$ cat src/rtl/cc_arb_pkg.sv
// cc_arb_pkg: shared types for the L2 miss arbiter.
//   state_t   - arbiter FSM states (IDLE/BUSY/RESP)
//   req_id_t  - requester identity (REQ_I = I-cache, REQ_D = D-cache)
//   DEFAULT_TIMEOUT - default L2 watchdog limit in cycles
package cc_arb_pkg;

    typedef enum logic [1:0] {
        ST_IDLE = 2'd0,
        ST_BUSY = 2'd1,
        ST_RESP = 2'd2
    } state_t;

    typedef enum logic {
        REQ_I = 1'b0,
        REQ_D = 1'b1
    } req_id_t;

    localparam int unsigned DEFAULT_TIMEOUT = 64;

endpackage

$ cat src/rtl/l2_miss_arbiter_if.sv
// l2_miss_arbiter_if: bundle of the L1 miss-engine and L2 controller handshakes.
//   I side : i_req, i_addr -> ; <- i_ack
//   D side : d_req, d_addr, d_we, d_wdata -> ; <- d_ack
//   Shared : <- rsp_rdata, rsp_err (valid with i_ack|d_ack)
//   L2 side: <- l2_req, l2_addr, l2_we, l2_wdata ; l2_ack, l2_rdata ->
// Modports: slave  = the arbiter itself
//           master = the environment (L1 miss FSMs plus L2 controller)
interface l2_miss_arbiter_if #(
    parameter int unsigned ADDR_W = 32,
    parameter int unsigned DATA_W = 32
);
    logic              i_req;
    logic [ADDR_W-1:0] i_addr;
    logic              i_ack;
    logic              d_req;
    logic [ADDR_W-1:0] d_addr;
    logic              d_we;
    logic [DATA_W-1:0] d_wdata;
    logic              d_ack;
    logic [DATA_W-1:0] rsp_rdata;
    logic              rsp_err;
    logic              l2_req;
    logic [ADDR_W-1:0] l2_addr;
    logic              l2_we;
    logic [DATA_W-1:0] l2_wdata;
    logic              l2_ack;
    logic [DATA_W-1:0] l2_rdata;

    modport slave (
        input  i_req, i_addr, d_req, d_addr, d_we, d_wdata, l2_ack, l2_rdata,
        output i_ack, d_ack, rsp_rdata, rsp_err, l2_req, l2_addr, l2_we, l2_wdata
    );

    modport master (
        output i_req, i_addr, d_req, d_addr, d_we, d_wdata, l2_ack, l2_rdata,
        input  i_ack, d_ack, rsp_rdata, rsp_err, l2_req, l2_addr, l2_we, l2_wdata
    );
endinterface

$ cat src/rtl/rr_picker2.sv
// rr_picker2: combinational 2-way round-robin picker.
//   req[0]     in  I-cache request
//   req[1]     in  D-cache request
//   last_grant in  requester granted most recently
//   grant      out chosen requester (meaningful only when req != 0)
// A lone requester always wins; on a tie the one that did not win last time wins.
module rr_picker2
    import cc_arb_pkg::*;
(
    input  logic [1:0] req,
    input  req_id_t    last_grant,
    output req_id_t    grant
);
    always_comb begin
        grant = last_grant;
        case (req)
            2'b01:   grant = REQ_I;
            2'b10:   grant = REQ_D;
            2'b11:   grant = (last_grant == REQ_I) ? REQ_D : REQ_I;
            default: grant = last_grant;
        endcase
    end
endmodule

$ cat src/rtl/l2_miss_arbiter.sv
// l2_miss_arbiter: shares the single L2 port between the L1 I-cache and
// D-cache miss engines. Round-robin, one outstanding transaction, with an
// optional watchdog that completes a hung transaction with rsp_err.
//   clk      in   cache-controller clock, rising edge
//   rst      in   synchronous active-high reset
//   bus      slave modport of l2_miss_arbiter_if (L1 requests, L2 port, responses)
//   i_grants out  saturating count of I grants
//   d_grants out  saturating count of D grants
module l2_miss_arbiter
    import cc_arb_pkg::*;
#(
    parameter int unsigned ADDR_W  = 32,
    parameter int unsigned DATA_W  = 32,
    parameter int unsigned TIMEOUT = DEFAULT_TIMEOUT,
    parameter int unsigned CNT_W   = 16
) (
    input  logic             clk,
    input  logic             rst,
    l2_miss_arbiter_if.slave bus,
    output logic [CNT_W-1:0] i_grants,
    output logic [CNT_W-1:0] d_grants
);
    state_t      state;
    req_id_t     owner;
    req_id_t     last_grant;
    req_id_t     pick;
    logic [31:0] wd;

    rr_picker2 u_picker (
        .req        ({bus.d_req, bus.i_req}),
        .last_grant (last_grant),
        .grant      (pick)
    );

    always_ff @(posedge clk) begin
        if (rst) begin
            state         <= ST_IDLE;
            owner         <= REQ_I;
            last_grant    <= REQ_I;
            wd            <= '0;
            bus.l2_req    <= 1'b0;
            bus.l2_addr   <= '0;
            bus.l2_we     <= 1'b0;
            bus.l2_wdata  <= '0;
            bus.i_ack     <= 1'b0;
            bus.d_ack     <= 1'b0;
            bus.rsp_rdata <= '0;
            bus.rsp_err   <= 1'b0;
            i_grants      <= '0;
            d_grants      <= '0;
        end else begin
            case (state)
                ST_IDLE: begin
                    if (bus.i_req || bus.d_req) begin
                        state      <= ST_BUSY;
                        owner      <= pick;
                        last_grant <= pick;
                        wd         <= '0;
                        bus.l2_req <= 1'b1;
                        if (pick == REQ_D) begin
                            bus.l2_addr  <= bus.d_addr;
                            bus.l2_we    <= bus.d_we;
                            bus.l2_wdata <= bus.d_wdata;
                            if (d_grants != '1) d_grants <= d_grants + 1'b1;
                        end else begin
                            bus.l2_addr  <= bus.i_addr;
                            bus.l2_we    <= 1'b0;
                            bus.l2_wdata <= '0;
                            if (i_grants != '1) i_grants <= i_grants + 1'b1;
                        end
                    end
                end

                ST_BUSY: begin
                    // l2_ack takes priority over a watchdog expiry in the same cycle.
                    if (bus.l2_ack) begin
                        state         <= ST_RESP;
                        bus.l2_req    <= 1'b0;
                        bus.rsp_rdata <= bus.l2_we ? '0 : bus.l2_rdata;
                        bus.rsp_err   <= 1'b0;
                        if (owner == REQ_I) bus.i_ack <= 1'b1;
                        else                bus.d_ack <= 1'b1;
                    end else if (TIMEOUT != 0 && wd == 32'(TIMEOUT - 1)) begin
                        state         <= ST_RESP;
                        bus.l2_req    <= 1'b0;
                        bus.rsp_rdata <= '0;
                        bus.rsp_err   <= 1'b1;
                        if (owner == REQ_I) bus.i_ack <= 1'b1;
                        else                bus.d_ack <= 1'b1;
                    end else begin
                        wd <= wd + 32'd1;
                    end
                end

                ST_RESP: begin
                    // Requests seen here are deliberately not arbitrated; the
                    // acked requester drops its req at this edge.
                    state         <= ST_IDLE;
                    wd            <= '0;
                    bus.i_ack     <= 1'b0;
                    bus.d_ack     <= 1'b0;
                    bus.rsp_rdata <= '0;
                    bus.rsp_err   <= 1'b0;
                end

                default: state <= ST_IDLE;
            endcase
        end
    end
endmodule

$ cat src/flat_wrapper.sv
// flat-port wrapper written by rule: the top's interface ports become plain ports
module l2_miss_arbiter_flat import cc_arb_pkg::*;
#(
    parameter int unsigned ADDR_W  = 32,
    parameter int unsigned DATA_W  = 32,
    parameter int unsigned TIMEOUT = DEFAULT_TIMEOUT,
    parameter int unsigned CNT_W   = 16
)
  (clk, rst, i_grants, d_grants, bus_i_req, bus_i_addr, bus_d_req, bus_d_addr, bus_d_we, bus_d_wdata, bus_l2_ack, bus_l2_rdata, bus_i_ack, bus_d_ack, bus_rsp_rdata, bus_rsp_err, bus_l2_req, bus_l2_addr, bus_l2_we, bus_l2_wdata);
  l2_miss_arbiter_if #(.ADDR_W(ADDR_W), .DATA_W(DATA_W)) bus_i ();
  input  logic clk;
  input  logic rst;
  output logic [CNT_W-1:0] i_grants;
  output logic [CNT_W-1:0] d_grants;
  input wire logic [$bits(bus_i.i_req)-1:0] bus_i_req;
  input wire logic [$bits(bus_i.i_addr)-1:0] bus_i_addr;
  input wire logic [$bits(bus_i.d_req)-1:0] bus_d_req;
  input wire logic [$bits(bus_i.d_addr)-1:0] bus_d_addr;
  input wire logic [$bits(bus_i.d_we)-1:0] bus_d_we;
  input wire logic [$bits(bus_i.d_wdata)-1:0] bus_d_wdata;
  input wire logic [$bits(bus_i.l2_ack)-1:0] bus_l2_ack;
  input wire logic [$bits(bus_i.l2_rdata)-1:0] bus_l2_rdata;
  output wire logic [$bits(bus_i.i_ack)-1:0] bus_i_ack;
  output wire logic [$bits(bus_i.d_ack)-1:0] bus_d_ack;
  output wire logic [$bits(bus_i.rsp_rdata)-1:0] bus_rsp_rdata;
  output wire logic [$bits(bus_i.rsp_err)-1:0] bus_rsp_err;
  output wire logic [$bits(bus_i.l2_req)-1:0] bus_l2_req;
  output wire logic [$bits(bus_i.l2_addr)-1:0] bus_l2_addr;
  output wire logic [$bits(bus_i.l2_we)-1:0] bus_l2_we;
  output wire logic [$bits(bus_i.l2_wdata)-1:0] bus_l2_wdata;
  assign bus_i.i_req = bus_i_req;
  assign bus_i.i_addr = bus_i_addr;
  assign bus_i.d_req = bus_d_req;
  assign bus_i.d_addr = bus_d_addr;
  assign bus_i.d_we = bus_d_we;
  assign bus_i.d_wdata = bus_d_wdata;
  assign bus_i.l2_ack = bus_l2_ack;
  assign bus_i.l2_rdata = bus_l2_rdata;
  assign bus_i_ack = bus_i.i_ack;
  assign bus_d_ack = bus_i.d_ack;
  assign bus_rsp_rdata = bus_i.rsp_rdata;
  assign bus_rsp_err = bus_i.rsp_err;
  assign bus_l2_req = bus_i.l2_req;
  assign bus_l2_addr = bus_i.l2_addr;
  assign bus_l2_we = bus_i.l2_we;
  assign bus_l2_wdata = bus_i.l2_wdata;
  l2_miss_arbiter #(.ADDR_W(ADDR_W), .DATA_W(DATA_W), .TIMEOUT(TIMEOUT), .CNT_W(CNT_W)) u_core (.clk(clk), .rst(rst), .bus(bus_i), .i_grants(i_grants), .d_grants(d_grants));
endmodule
$ cat config.mk
export PLATFORM = sky130hd
export DESIGN_NAME = l2_miss_arbiter_flat
export DESIGN_NICKNAME = d
export VERILOG_FILES = /design/src/rtl/cc_arb_pkg.sv /design/src/rtl/l2_miss_arbiter_if.sv /design/src/rtl/rr_picker2.sv /design/src/rtl/l2_miss_arbiter.sv /design/src/flat_wrapper.sv
export SDC_FILE = /design/constraint.sdc
export NUM_CORES = 1
export LEC_CHECK = 0
export BUFFER_PORTS_ARGS = -buffer_cell sky130_fd_sc_hd__buf_2
export CAP_MARGIN = 30
export CORE_ASPECT_RATIO = 0.7
export CORE_MARGIN = 1.5
export CORE_UTILIZATION = 51
export DETAILED_ROUTE_END_ITERATION = 7
export PLACE_DENSITY = 0.79
export SLEW_MARGIN = 20
export SYNTH_ARGS = -nofsm -noshare
export SYNTH_HDL_FRONTEND = slang
export SYNTH_SLANG_ARGS = --single-unit
$ cat constraint.sdc
create_clock -name clk -period 2.35 [get_ports clk]
set_input_delay 0.47 -clock clk [delete_from_list [all_inputs] [get_ports clk]]
set_output_delay 0.47 -clock clk [all_outputs]
set_load 0.01 [all_outputs]
==> results.md <==
- Die area: 16300 um2
- Post-layout net count: 1304
- ANT nets after route: 0
- Root buffer cell: clkbuf_16
- Warnings, synthesis: 0
- Area leader, netlist: dfxtp_1
- Hold WS: 0.269 ns
- GRT overflow: 0
- Clk network pwr share: 0.381
- Core ar.: 15000 um2
- Final period util: 0.936
- Gr usage total: 0.278
- Vias in the first global route: 7435
- Port Buffers: 266
- Critical path fanouts, max: 32
- Skew final: 0.0182 ns
- Worst EP arrival: 2.52 ns
- Share of cells above drive strength 1: 0.334
- Clock H-tree levels: 4
- Sum of net half-perimeters after detailed placement: 16.4 mm
- Wire length per cell: 17.0 um
- Crit path cell chain: nor4_1 > nand3_1 > o311ai_4 > nand2_1 > buf_12 > a31o_2
- CTS buffer count: 17
- Relative slew slack: 0.478
- Slew Limit Fails: 0
- Pwr Density: 717 nW/um2
- Drt pass-1 iters: 6
- # Post-CTS Setup Buffers: 0
- Sequential-to-total area share from yosys stat: 0.425
- Max Fclk: 455 MHz
- Initial antenna violation count: 3
- First-pass GRT wire length: 37.2 mm
- Max_cap viols: 0
- Clk Latency, worst-skew pair: 0.43 ns
- Top post-synthesis cells by area: dfxtp_1 (42%), nor2_1 (5.0%), mux2i_1 (4.5%)
- Setup violations, final: 0
- VDD IR-drop max: 0.405 mV
- Initial drt markers: 583
- Setup crit end kind: flop
- Site Rows: 37
- TNS Setup: 0 ns
- Drc violations: 0
- Library cells used by synthesis: 68
- DRT Wirelength: 23.3 mm
- Switching share of power: 0.310
- Mapped Area: 7920 um2
- RePlAce Congestion: 0.886
- Num ports: 267
- Sw power: 2.25 mW
- Layout area overhead: 28.0%
- Top cell type's share of synthesized area: 0.425
- CP Data Required Time: 2.67 ns
- Final hold vios: 0
- Gate power share: 0.189
- Synthesis-stage register bit count: 168
- Post-synth top cells: dfxtp_1 (168), nor2_1 (105), nand2_1 (61)
- RSZ-0062 raised after global routing: no
- CP Class: flop to flop
- Chip width: 152 um
- Effective utilization at floorplan: 0.530
- Via count: 8067
- Crit start category: flop
- CTS tree: done
- Syn Nets: 1051
- Largest net degree at the start of global routing: 66
- CP peak stage delay: 0.45 ns
- Fin crit period: 2.20 ns
- Static Leakage: 4.30 nW
- Hold WC Path Type: primary input to flop
- Main synth FF type: dfxtp_1
- Worst-path clk slew: 0.08 ns
- Worst path slowest cell: nor4_1
- Flop pwr share: 0.430
- N_diodes: 0
- Count leader, synth: dfxtp_1
- Least-Margin Pin Slew: 0.780 ns
- Mean post-synth cell area: 8.70 um2
- # hold bufs at CTS: 0
- Clock buffer depth: 2
- Count of cells resized by post-cts repair: 0
- Via/cell ratio: 5.88
- Cells after Synth: 911
- Internal power: 5.02 mW
- CTS sink count: 168
- Asr flop ratio synth: 0
- Die height: 107 um
- Status: finished, final reports clean
- Number of enable flip-flop cells after synthesis: 0
final timing paths:
kind,from,end,slack [ns],depth (start not counted)
worst max register to register,u_core.wd[10]$_SDFFE_PP0P_,u_core.bus.rsp_rdata[12]$_SDFFE_PP0P_,0.15,6
worst min-delay path,bus_d_wdata[7],u_core.bus.l2_wdata[7]$_SDFFE_PP0P_,0.27,3
worst max-delay path,u_core.wd[10]$_SDFFE_PP0P_,u_core.bus.rsp_rdata[12]$_SDFFE_PP0P_,0.15,6
worst min register to register,u_core.bus.rsp_rdata[28]$_SDFFE_PP0P_,u_core.bus.rsp_rdata[28]$_SDFFE_PP0P_,0.48,1
power by group through the flow:
stage | Clock, mW | Sequential [mW] | Combinational, mW
after CTS | 2.80 | 3.13 | 1.37
after global placement | 0 | 3.18 | 1.34
after global routing | 2.93 | 3.15 | 1.50
final | 2.77 | 3.13 | 1.37
after floorplan | 0 | 3.27 | 0.728
after detailed placement | 0 | 3.19 | 1.36
cells by family after synthesis:
logic type	synth area share
XOR/XNOR	0.0254
adder cells (fa/ha/maj)	0.00948
AO/OA/AOI/OAI	0.200
buffers and inverters	0.0542
AND/OR/NAND/NOR	0.241
multiplexers	0.0455
flip-flops	0.425
layout make-up:
class | instances | area (um2)
multi-input combinational | 652 | 4190
sequential | 168 | 3360
inverter | 18 | 67.6
timing repair buffer | 307 | 1680
tap | 195 | 244
clock buffer | 18 | 439
fill | 1257 | 4820
clock inverter | 14 | 155
cell usage in the layout, fill, tap and decap left out, types with 32 or more instances in the layout:
cell,netlist,routed
a211oi_1,46,46
mux2i_1,36,36
dfxtp_1,168,168
nor3_1,44,44
a31o_2,32,32
a22oi_1,33,33
buf_4,1,39
o21ai_0,32,32
nor2_1,105,104
buf_2,11,265
nand3_1,40,40
nand2_1,61,61
per-layer routing:
| layer | part of all wire | track usage | vias up |
|---|---|---|---|
| met5 | 0.0015 | 0 | - |
| met4 | 0.034 | 0.128 | 6 |
| met3 | 0.073 | 0.0604 | 63 |
| met2 | 0.46 | 0.446 | 338 |
| met1 | 0.43 | 0.360 | 3740 |
| li1 | - | - | 3920 |
metrics by stage:
step | utilization | setup WS (ns) | total power, mW | cell area [um2] | cells
6_report | 0.678 | 0.150 | 7.27 | 10100 | 1372
5_1_grt | 0.678 | 0.000420 | 7.57 | 10100 | 1372
4_1_cts | 0.677 | 0.0656 | 7.30 | 10100 | 1372
3_5_place_dp | 0.637 | 0.123 | 4.55 | 9530 | 1340
3_3_place_gp | 0.637 | 0.192 | 4.52 | 9530 | 1340
2_1_floorplan | - | 0.243 | 4.00 | 7920 | 911
worst max-delay path: cells and delay by family, from the launching register on:
kind / cells / cell delay (ns)
DFF: 1 / 0.38
buffers and inverters: 1 / 0.18
AOI/OAI and AO/OA: 2 / 0.61
and+or+nand+nor: 3 / 0.91
sequential cells by signal, summed over array words and instances, names as in the netlist:
signal	flops
u_core.bus.d_ack	1
u_core.bus.i_ack	1
u_core.bus.l2_addr	32
u_core.bus.l2_req	1
u_core.bus.l2_wdata	32
u_core.bus.l2_we	1
u_core.bus.rsp_err	1
u_core.bus.rsp_rdata	32
u_core.d_grants	16
u_core.i_grants	16
u_core.owner	1
u_core.state	2
u_core.wd	32
Power figures use the tool's default switching activity.
